File: config.mk
export PLATFORM = sky130hd
export DESIGN_NAME = prog_loader
export DESIGN_NICKNAME = d
export VERILOG_FILES = /design/src/rtl/prog_loader_pkg.sv /design/src/rtl/prog_byte_asm.sv /design/src/rtl/prog_loader.sv
export SDC_FILE = /design/constraint.sdc
export NUM_CORES = 1
export LEC_CHECK = 0
export CAP_MARGIN = 20
export CORE_AREA = 2 2 138 140
export CTS_BUF_LIST = sky130_fd_sc_hd__clkbuf_8
export CTS_CLUSTER_DIAMETER = 120
export DETAILED_ROUTE_END_ITERATION = 12
export DIE_AREA = 0 0 140 142
export PLACE_DENSITY = 0.75
export SYNTH_ARGS = -nofsm -noshare
export SYNTH_HDL_FRONTEND = slang
export SYNTH_SLANG_ARGS = --single-unit
File: constraint.sdc
create_clock -name clk -period 4.4 [get_ports clk]
set_clock_uncertainty 0.2 [all_clocks]
set_input_delay 0.88 -clock clk [delete_from_list [all_inputs] [get_ports clk]]
set_output_delay 0.88 -clock clk [all_outputs]
set_load 0.01 [all_outputs]
File: src/rtl/prog_loader_pkg.sv
// prog_loader_pkg: shared widths and loader state encoding
package prog_loader_pkg;
  localparam int ADDR_LEN = 32;
  localparam int INSN_LEN = 32;
  localparam int HDR_LEN = 32;
  typedef enum logic [2:0] {HDR_I, IMEM, HDR_D, DMEM, CSUM, DONE, ERR} state_t;
endpackage

File: src/rtl/prog_byte_asm.sv
// prog_byte_asm: byte-wide shift register assembling lines/words, with a byte counter
module prog_byte_asm
  import prog_loader_pkg::*;
(
  input  logic                    clk,
  input  logic                    reset,
  input  logic                    clr,
  input  logic                    shift,
  input  logic [7:0]              din,
  output logic [4*INSN_LEN-1:0]   data,
  output logic                    line_done,
  output logic                    word_done
);
  logic [3:0] cnt;
  always_ff @(posedge clk)
    if (reset) begin
      data <= '0;
      cnt  <= '0;
    end else begin
      if (shift) data <= {din, data[4*INSN_LEN-1:8]};
      cnt <= clr ? 4'd0 : shift ? cnt + 4'd1 : cnt;
    end
  assign line_done = shift && cnt == 4'hf;
  assign word_done = shift && cnt[1:0] == 2'd3;
endmodule

File: src/rtl/prog_loader.sv
// prog_loader: boot loader streaming bytes into imem/dmem; PROG_LOADER_CHECKSUM_EN adds a trailing XOR byte
module prog_loader
  import prog_loader_pkg::*;
#(
  parameter int IMEM_LINES = 512,
  parameter int DMEM_WORDS = 4096
) (
  input  logic                  clk,
  input  logic                  reset,
  input  logic                  rx_valid,
  input  logic [7:0]            rx_data,
  output logic                  rx_ready,
  output logic                  prog_loading,
  output logic [4*INSN_LEN-1:0] prog_loaddata,
  output logic [ADDR_LEN-1:0]   prog_loadaddr,
  output logic                  prog_imem_we,
  output logic                  prog_dmem_we,
  output logic                  loaded,
  output logic                  load_err
);
  localparam int WW = $clog2(DMEM_WORDS) + 1;
`ifdef PROG_LOADER_CHECKSUM_EN
  localparam state_t FIN = CSUM;
  logic [7:0] csum;
`else
  localparam state_t FIN = DONE;
`endif
  state_t state, nxt;
  logic wr, hs, line_done, word_done, last_line, last_word;
  logic [9:0] line_idx;
  logic [WW-1:0] word_idx;
  logic [HDR_LEN-1:0] total, hdr;
  assign hs = rx_valid && rx_ready;
  // header value as it will sit in [127:96] once this byte is shifted in
  assign hdr = {rx_data, prog_loaddata[4*INSN_LEN-1 -: 24]};
  assign last_line = HDR_LEN'(line_idx) + 1 == total;
  assign last_word = HDR_LEN'(word_idx) + 1 == total;
  prog_byte_asm u_asm (
    .clk       (clk),
    .reset     (reset),
    .clr       (state != nxt),
    .shift     (hs),
    .din       (rx_data),
    .data      (prog_loaddata),
    .line_done (line_done),
    .word_done (word_done)
  );
  always_ff @(posedge clk)
    if (reset) begin
      state    <= HDR_I;
      wr       <= 1'b0;
      line_idx <= '0;
      word_idx <= '0;
      total    <= '0;
`ifdef PROG_LOADER_CHECKSUM_EN
      csum     <= '0;
`endif
    end else begin
      state <= nxt;
      wr    <= hs && ((state == IMEM && line_done) || (state == DMEM && word_done));
      if (hs && word_done && (state == HDR_I || state == HDR_D)) total <= hdr;
      if (wr && state == IMEM) line_idx <= line_idx + 10'd1;
      if (wr && state == DMEM) word_idx <= word_idx + 1'b1;
`ifdef PROG_LOADER_CHECKSUM_EN
      if (hs) csum <= csum ^ rx_data;
`endif
    end
  always_comb begin
    nxt = state;
    case (state)
      HDR_I: if (hs && word_done)
        nxt = hdr > HDR_LEN'(IMEM_LINES) ? ERR : hdr == '0 ? HDR_D : IMEM;
      IMEM:  if (wr) nxt = last_line ? HDR_D : IMEM;
      HDR_D: if (hs && word_done)
        nxt = hdr > HDR_LEN'(DMEM_WORDS) ? ERR : hdr == '0 ? FIN : DMEM;
      DMEM:  if (wr && last_word) nxt = FIN;
`ifdef PROG_LOADER_CHECKSUM_EN
      CSUM:  if (hs) nxt = rx_data == csum ? DONE : ERR;
`endif
      default: nxt = state;
    endcase
  end
  always_comb begin
    rx_ready      = !wr && state inside {HDR_I, IMEM, HDR_D, DMEM, CSUM};
    prog_loading  = state != DONE;
    loaded        = state == DONE;
    load_err      = state == ERR;
    prog_imem_we  = wr && state == IMEM;
    prog_dmem_we  = wr && state == DMEM;
    prog_loadaddr = state == IMEM ? ADDR_LEN'(line_idx) << 4 :
                    state == DMEM ? ADDR_LEN'(word_idx) << 2 : '0;
  end
endmodule

# Yosys cells after proc, flatten, opt, wreduce, memory -nomap -nowiden
# Cells that the tools add are included.
[totals]
ff_bits = 191
out_inout_bits = 166
[op_classes]
n_addsub = 5
magnitude_cmp = 2
n_eq_ne = 12
mux = 12
n_reduce_logical = 19
[op_table]
columns = ["op", "n"]
rows = [
  ["$eq 11x32->1", 1],
  ["$eq 14x32->1", 1],
  ["$gt 32x10->1 const B", 1],
  ["$gt 32x13->1 const B", 1],
  ["$logic_not 32->1", 1],
  ["$mux 15", 2],
  ["$mux 3", 7],
  ["$add 13x1->14 const B", 1],
  ["$add 13x1->13 const B", 1],
  ["$logic_and 1x1->1", 12],
  ["$pmux 3 s4", 1],
  ["$add 10x1->11 const B", 1],
  ["$add 10x1->10 const B", 1],
  ["$eq 3x3->1 const B", 3],
  ["$eq 3x2->1 const B", 2],
  ["$reduce_bool 5->1", 1],
  ["$add 4x1->4 const B", 1],
  ["$eq 4x4->1 const B", 1],
  ["$mux 2", 2],
  ["$eq 3x1->1 const B", 1],
  ["$logic_not 3->1", 1],
  ["$ne 3x3->1", 1],
  ["$ne 3x3->1 const B", 1],
  ["$eq 2x2->1 const B", 1],
  ["3 further kinds", 4],
]

# Longest topological paths before layout
# Gate-level depths: netlist of the first run.
[logic_depth]
depth_word = 10
mapped_depth = 10

# By module
# Synthesis of the first run repeated with hierarchy kept, for this count alone.
[hier_totals]
hier_cells = 918
hier_area_um2 = 8384.3
[modules_own_cells]
columns = ["module", "instances", "cells_each", "area_per_inst_um2", "seq_area_each_um2"]
rows = [
  ["prog_byte_asm", 1, 432, 4708.3, 2642.5],
  ["prog_loader", 1, 486, 3676.0, 1181.1],
]

# Worst setup path before layout of the first run
# Ideal clock, no wire load.
[synth_path]
path_kind = "reg-to-reg"
start = "register line_idx[1]"
end = "register u_asm.cnt[0]"
t_arrival_ps = 2474
path_slack_ps = 1605
stages_incl_launch_ff = 8
n_path_buf = 0
period_less_slack_ps = 2795
path_cell_list = "dfxtp_1 ha_1 nand3_1 or4_2 a2111oi_0 or4b_4 o211ai_2 nor2_1"
[synth_between]
elab_chain_cells = 7
[synth_rtl]
columns = ["element", "line", "rtl"]
rows = [
  ["from (decl)", "prog_loader.sv:30", "logic [9:0] line_idx;"],
  ["from (signal assigned)", "prog_loader.sv:62", "if (wr && state == IMEM) line_idx <= line_idx + 10'd1;"],
  ["$add 10x1->11", "prog_loader.sv:36", "assign last_line = HDR_LEN'(line_idx) + 1 == total;"],
  ["$eq 11x32->1", "prog_loader.sv:36", ""],
  ["$mux 2", "prog_loader.sv:73", "IMEM: if (wr) nxt = last_line ? HDR_D : IMEM;"],
  ["$mux 3", "prog_loader.sv:73", ""],
  ["$pmux 3 s4", "prog_loader.sv:70", "case (state)"],
  ["$ne 3x3->1", "prog_loader.sv:41", ".clr (state != nxt),"],
  ["$reduce_or 2->1 (no line)", "n/a", ""],
  ["to (signal assigned)", "prog_byte_asm.sv:21", "cnt <= clr ? 4'd0 : shift ? cnt + 4'd1 : cnt;"],
  ["to (decl)", "prog_byte_asm.sv:14", "logic [3:0] cnt;"],
]
# No other way between the ends.
# A chain may end at the register's enable or synchronous reset.

# Worst setup path after layout of the first run
[layout_path]
start = "register state[0]"
end = "output prog_dmem_we"
[layout_between]
elab_chain_cells = 2
[layout_rtl]
columns = ["element", "line", "rtl"]
rows = [
  ["from (decl)", "prog_loader.sv:28", "state_t state, nxt;"],
  ["from (signal assigned)", "prog_loader.sv:59", "state <= nxt;"],
  ["$eq 3x2->1", "prog_loader.sv:89", "prog_dmem_we = wr && state == DMEM;"],
  ["$logic_and 1x1->1", "prog_loader.sv:89", ""],
  ["to (decl)", "prog_loader.sv:17", "output logic prog_dmem_we,"],
]
# No other way between the ends.

==> impl_metrics.tcl, run 1 <==
set metrics [dict create \
    outcome "complete, but fails checks" \
    violations "design-rule violations" \
    gp_congestion 0.916 \
    cts_tree "yes" \
    synth_edf_count 0 \
    synthDistinctLibCells 62 \
    wl_met1_um 9830 \
    r2r_start "line_idx[0]" \
    antennaDiodeCount 0 \
    synth_area_mm2 0.00817 \
    synth-seq-area-share 0.468 \
    setup_viol 0 \
    overflow 0 \
    core-area_mm2 0.0185 \
    ant_nets 0 \
    wl_per_cell_um 15.2 \
    cts_root_buffer "clkbuf_8" \
    drc 8 \
    finalNetCount 1195 \
    viasPerCell 5.29 \
    min_path_type "flop to flop" \
    place_ws_ns 1.01 \
    finalCritPeriodShare 0.871 \
    worstPathMaxFanout 9 \
    hold_end "total[23]" \
    hold_violations 0 \
    power_density_mw_per_mm2 297 \
    ys_warn_count 0 \
    layout-drive-gt1-share 0.0419 \
    min_path_cells 2 \
    synthCells 1080 \
    top_layer "met4" \
    fin_crit_ns 3.83 \
    nFillCells 1760 \
    initial_utilization 0.443 \
    antenna_found_initial 0 \
    worst_pin_slew_ns 0.903 \
    io_buffers 157 \
    die_w_um 140 \
    synth.avg_cell_area_um2 7.56 \
    tns_ns 0 \
    syn_to_final_growth_pct 24.0 \
    irDropWorstVdd_mv 0.186 \
    grt_usage 0.217 \
    dp_hpwl_um 14500 \
    clk_pin_slew_ns 0.10 \
    vias 7548 \
    leakage_nw 3.25 \
    first_pass_iters 9 \
    die_area_mm2 0.0199 \
    ys_ff_latch 191 \
    drt_wl_total_um 21600 \
    startpoint_type "flop" \
    rsz0062_at_grt "no" \
    wl_met3_um 1730 \
    cp.arrival_ns 2.75 \
    cts_buffers 17 \
    setup_ws_ns 0.567 \
    grt_pass1_wl_um 35300 \
    fp-row-count 50 \
    grt_pass1_vias 6862 \
    crit-reg2reg-capture "u_asm.cnt[0]" \
    worstHoldStart "total[23]" \
    r2r_slack_ns 1.16 \
    die_h_um 142 \
    relSlewSlack 0.398 \
    final_max_slew_viol_count 0 \
    h-tree-depth 4 \
    met2_length_um 9600 \
    num_io_pins 177 \
    cts_hold_buf 0 \
    synth_ff_type "dfxtp_1" \
    cts_max_path_buffers 2 \
    clock_sinks 191 \
    drt_iter0_drc 601 \
    crit_path_end_kind "primary output" \
    worst_r2r_path_depth 7 \
    cp-startpoint "state[0]" \
    cts.repair.resized 0 \
    critPathKind "flop to primary output" \
    cts_setup_buffers 0 \
    max_freq_mhz 261 \
    crit_required_ns 3.32 \
    seqCellArea_mm2 0.00382 \
    max_cap_viol_count 0 \
    ys_async_sr_fraction 0 \
    grt_max_degree 98 \
    clkLatencyLatePin_ns 0.47 \
    multiInputGateArea_mm2 0.00392 \
]
report_power, final:
| part | leakage (nW) | switching (mW) | internal (mW) |
|---|---|---|---|
| logic | 1.52 | 0.109 | 0.0474 |
| registers | 1.54 | 0.0166 | 1.74 |
| clock network | 0.189 | 0.674 | 0.427 |
| total | 3.25 | 0.800 | 2.21 |
stage by stage:
| step | area, µm² | power (mW) | util | instances | hold WS, ns |
|---|---|---|---|---|---|
| 2_1_floorplan | 8240 | 1.90 | - | 1098 | 0.231 |
| 3_3_place_gp | 9740 | 1.95 | 0.528 | 1395 | 0.239 |
| 3_5_place_dp | 9740 | 1.95 | 0.528 | 1395 | 0.247 |
| 4_1_cts | 10100 | 3.04 | 0.548 | 1426 | 0.261 |
| 5_1_grt | 10100 | 3.14 | 0.549 | 1427 | 0.281 |
| 6_report | 10100 | 3.01 | 0.549 | 1427 | 0.257 |
metal layers:
metal | global-route usage | vias to the layer above
li1 | - | 3783
met1 | 0.298 | 3465
met5 | 0 | -
met2 | 0.327 | 263
met4 | 0.0829 | 0
met3 | 0.0599 | 37
critical path, cell delays in order, from the launching register on:
cell	delay, ns
dfxtp_1	0.51
nor2b_1	0.56
nand3_1	0.35
clkinv_1	0.29
clkdlybuf4s50_1	0.58
worst max path at each step:
stage	endpoint	slack [ns]
2_1_floorplan	u_asm.cnt[0]	1.61
3_3_place_gp	state[1]	1.01
3_5_place_dp	state[1]	1.01
4_1_cts	prog_dmem_we	0.61
5_1_grt	prog_dmem_we	0.43
6_report	prog_dmem_we	0.57
cells in the final DEF (no fill, tap or decap), types with 13 or more instances in the layout:
cell type          n
a21oi_1          174
nor4_1            13
nand3_1           24
dfxtp_1          191
nor3_1            16
clkdlybuf4s50_1  156
nand2_1          344
nor2_1            46
nand4_1           14
xnor2_1           28
clkbuf_8          18
conb_1            19
o21ai_0           14
state kept, by name, summed over array words and instances (netlist names):
signal and cells:
u_asm.data 128, wr 1, u_asm.cnt 4, total 32, line_idx 10, word_idx 13
state 3
cell families after synthesis:
kind of cell,synth area share
flip-flops,0.468
AO/OA/AOI/OAI,0.151
buffers and inverters,0.0626
other,0.000459
multiplexers,0.0123
XOR/XNOR,0.0407
AND/OR/NAND/NOR,0.260
adder cells (fa/ha/maj),0.00460
synthesized netlist by cell type, types with 6 or more instances:
library cell,count,area share
a21oi_1,174,0.11
a31oi_1,6,0.0046
and3_1,7,0.0054
buf_4,19,0.017
clkbuf_1,75,0.034
dfxtp_1,191,0.47
inv_1,12,0.0055
mux2i_1,10,0.012
nand2_1,345,0.16
nand3_1,24,0.015
nand4_1,14,0.011
nor2_1,46,0.021
nor3_1,17,0.010
nor4_1,13,0.010
o21ai_0,14,0.0086
or3_1,9,0.0069
xnor2_1,28,0.030
xor2_1,10,0.011
cell type report:
type / count / area share
clock buffer: 18 / 0.0245
clock inverter: 13 / 0.0127
inverter: 13 / 0.00482
multi-input combinational: 793 / 0.387
sequential: 191 / 0.377
tap: 234 / 0.0289
timing repair buffer: 165 / 0.165
(Power assumes the default switching activity.)
==> inputs of run 2 (changes only) <==
--- a/config.mk
+++ b/config.mk
@@ -6,12 +6,13 @@
 export NUM_CORES = 1
 export LEC_CHECK = 0
 export CAP_MARGIN = 20
-export CORE_AREA = 2 2 138 140
+export CORE_AREA = 2 2 140 142
 export CTS_BUF_LIST = sky130_fd_sc_hd__clkbuf_8
 export CTS_CLUSTER_DIAMETER = 120
 export DETAILED_ROUTE_END_ITERATION = 12
-export DIE_AREA = 0 0 140 142
+export DIE_AREA = 0 0 142 144
 export PLACE_DENSITY = 0.75
 export SYNTH_ARGS = -nofsm -noshare
 export SYNTH_HDL_FRONTEND = slang
+export SYNTH_HIERARCHICAL = 1
 export SYNTH_SLANG_ARGS = --single-unit
==> run 2 against run 1 <==
Against the previous run:
- final cell count is 10% lower
- clock-buffer cell count stayed put
- synthesized cell count is 15% lower
- maximum frequency is 3.8% higher
- critical path type unchanged
- routed wire length is 4.5% lower
- non-clock buffer count is 3 lower
- global-route usage is 1.6 points lower
- largest power group unchanged
- register-to-register slack worse by 0.11 ns
- first-iteration DRC count is 8.5% lower
- clock power is 4% lower
- the run now ends clean
==> impl_metrics.tcl, run 2 <==
set metrics [dict create \
    ys_async_sr_fraction 0 \
    share_comb_of_total_power 0.055 \
    fin_crit_ns 3.69 \
    drc 0 \
    leakage_nw 3.94 \
    clkPwrFrac 0.357 \
    ant_nets 0 \
    finalNetCount 1045 \
    final_max_slew_viol_count 0 \
    core-area_mm2 0.0191 \
    worstHoldStart "total[28]" \
    top_regs "u_asm/data x128, total x32, word_idx x13" \
    post-synth-top-count-cell "dfxtp_1" \
    worstPathMaxFanout 10 \
    synth_top_area_share 0.456 \
    irDropWorstVdd_mv 0.187 \
    synthCells 918 \
    synth_area_mm2 0.00838 \
    critPathKind "flop to primary output" \
    outcome "completed" \
    clk_pin_slew_ns 0.09 \
    path_cells "nor2b_1 -> nand3b_1 -> buf_4 -> inv_1 -> clkdlybuf4s50_1" \
    synth_area_leaders "dfxtp_1, mux2i_1, nor2_1" \
    grt_util_met3 0.0765 \
    synth_edf_count 0 \
    cts_max_path_buffers 2 \
    instances_no_fill 1282 \
    dp_hpwl_um 13800 \
    rsz0062_at_grt "no" \
    synthDistinctLibCells 61 \
    p_int_mw 2.22 \
    startpoint_type "flop" \
    yosys.area.top_type "dfxtp_1" \
    tns_ns 0 \
    first_pass_iters 5 \
    fp-row-count 51 \
    cpPeakStageDelay_ns 0.60 \
    synth-seq-area-share 0.456 \
    synth_ff_type "dfxtp_1" \
    cp-startpoint "state[0]" \
    die_area_mm2 0.0204 \
    r2r_start "word_idx[0]" \
    cts_hold_buf 0 \
    dpl.cell_count 1250 \
    slowest_stage "clkdlybuf4s50_1" \
    synth.top_cells.by_count "dfxtp_1, nor2_1, mux2i_1" \
    met1_usage 0.256 \
    ys_ff_latch 191 \
    switchingPower_mw 0.763 \
    worst_pin_slew_ns 1.09 \
    cts_root_buffer "clkbuf_8" \
    viasPerCell 5.22 \
    largest_register_ffs 128 \
    max_freq_mhz 271 \
    antenna_found_initial 0 \
    layout-drive-gt1-share 0.0508 \
    power_density_mw_per_mm2 292 \
    crit_path_end_kind "primary output" \
    hold_violations 0 \
    cp.arrival_ns 2.61 \
    grt_usage 0.201 \
    grt_max_degree 135 \
    cp_num_buf_inv 3 \
    die_h_um 144 \
    die_w_um 142 \
    setup_viol 0 \
    finalCritPeriodShare 0.839 \
    antennaDiodeCount 0 \
    gp_congestion 0.855 \
    regMostFlops "u_asm/data" \
    met2_usage 0.317 \
    wl_per_cell_um 16.1 \
    overflow 0 \
    drt_wl_total_um 20700 \
    grt_pass1_wl_um 32800 \
    relSlewSlack 0.274 \
    min_path_type "flop to flop" \
    cp_top_family "buffers and inverters" \
    grt_pass1_vias 6176 \
    initial_utilization 0.439 \
    p_sw_frac 0.255 \
    clkLatencyLatePin_ns 0.46 \
    vias 6697 \
    max_cap_viol_count 0 \
    cts_buffers 17 \
    synth.avg_cell_area_um2 9.13 \
    io_buffers 157 \
    num_io_pins 177 \
    h-tree-depth 4 \
    nFillCells 1727 \
    cts.repair.resized 0 \
    seq_power_share 0.589 \
    clock_sinks 191 \
    ys_warn_count 6 \
    cts_tree "yes" \
    crit_required_ns 3.32 \
    syn_to_final_growth_pct 22.0 \
    drt_iter0_drc 550 \
    layout_commonest_cell "dfxtp_1" \
    cts_setup_buffers 0 \
    layout_common_cells "dfxtp_1, nor2_1, clkdlybuf4s50_1, mux2i_1, nand2_1" \
    grt-busiest-layer "met2" \
]
-- run 2: cell count changes after synthesis, moves of 10 or more --
cell      before  now
nor2_1        46  170
a21oi_1      174   50
nand2_1      345   88
clkbuf_1      75   37
mux2i_1       10  141
nor3_1        17    7
-- run 2: cell type report --
type | instances | area [µm²] | area share
well taps | 238 | 298 | 0.0291
clock buffers | 18 | 248 | 0.0242
repair buffers | 162 | 1640 | 0.160
clock inverters | 14 | 113 | 0.0110
multi-input cells | 651 | 4090 | 0.399
flip-flops and latches | 191 | 3820 | 0.374
inverters | 8 | 30.0 | 0.00293
-- run 2: per-layer routing --
| metal | routed length, µm | part of all wire |
|---|---|---|
| met4 | 371 | 0.018 |
| met1 | 9170 | 0.44 |
| met2 | 9360 | 0.45 |
| met3 | 1750 | 0.085 |
| met5 | 0 | 0 |
-- run 2: kinds of logic (layout without fill, tap and decap cells) --
logic type / count (synthesis) / after routing / synth area share
AO/OA/AOI/OAI: 95 / 95 / 0.0731
buffers and inverters: 94 / 202 / 0.0657
AND/OR/NAND/NOR: 354 / 354 / 0.191
multiplexers: 143 / 143 / 0.171
XOR/XNOR: 37 / 37 / 0.0387
other: 1 / 19 / 0.000447
adder cells (fa/ha/maj): 3 / 3 / 0.00448
flip-flops: 191 / 191 / 0.456
-- run 2: power groups by stage --
stage          clock [mW]  sequential [mW]  combinational, mW
2_1_floorplan           0             1.79              0.131
4_1_cts              1.10             1.76              0.163
6_report             1.06             1.76              0.163
5_1_grt              1.17             1.76              0.177
3_3_place_gp            0             1.80              0.163
3_5_place_dp            0             1.80              0.162
-- run 2: metrics by stage --
stage               setup WS [ns]  hold slack [ns]  utilization  total power, mW  area (µm²)
global placement             1.01            0.240        0.517             1.96        9870
global route                0.564            0.278        0.536             3.10       10200
CTS                         0.717            0.262        0.536             3.02       10200
detailed placement          0.955            0.249        0.517             1.96        9870
floorplan                    1.43            0.231            -             1.92        8450
finish                      0.708            0.264        0.536             2.99       10200
-- run 2: worst reg2reg max path, stage by stage, from the launching register on --
cell and delay [ns]:
dfxtp_1 0.49, ha_1 0.37, and4_1 0.36, a41oi_1 0.18, a21o_1 0.19, a221o_1 0.33, a2111oi_4 0.34, and4_1 0.24
a211o_1 0.15, nor3b_1 0.06, mux2_1 0.32
-- run 2: path summary, 6_finish.rpt --
path,end,slack [ns],cells after the start
worst max-delay path,prog_imem_we,0.71,5
worst min-delay path,total[28],0.26,2
worst max register to register,u_asm/cnt[3],1.05,10
worst min register to register,total[28],0.26,2
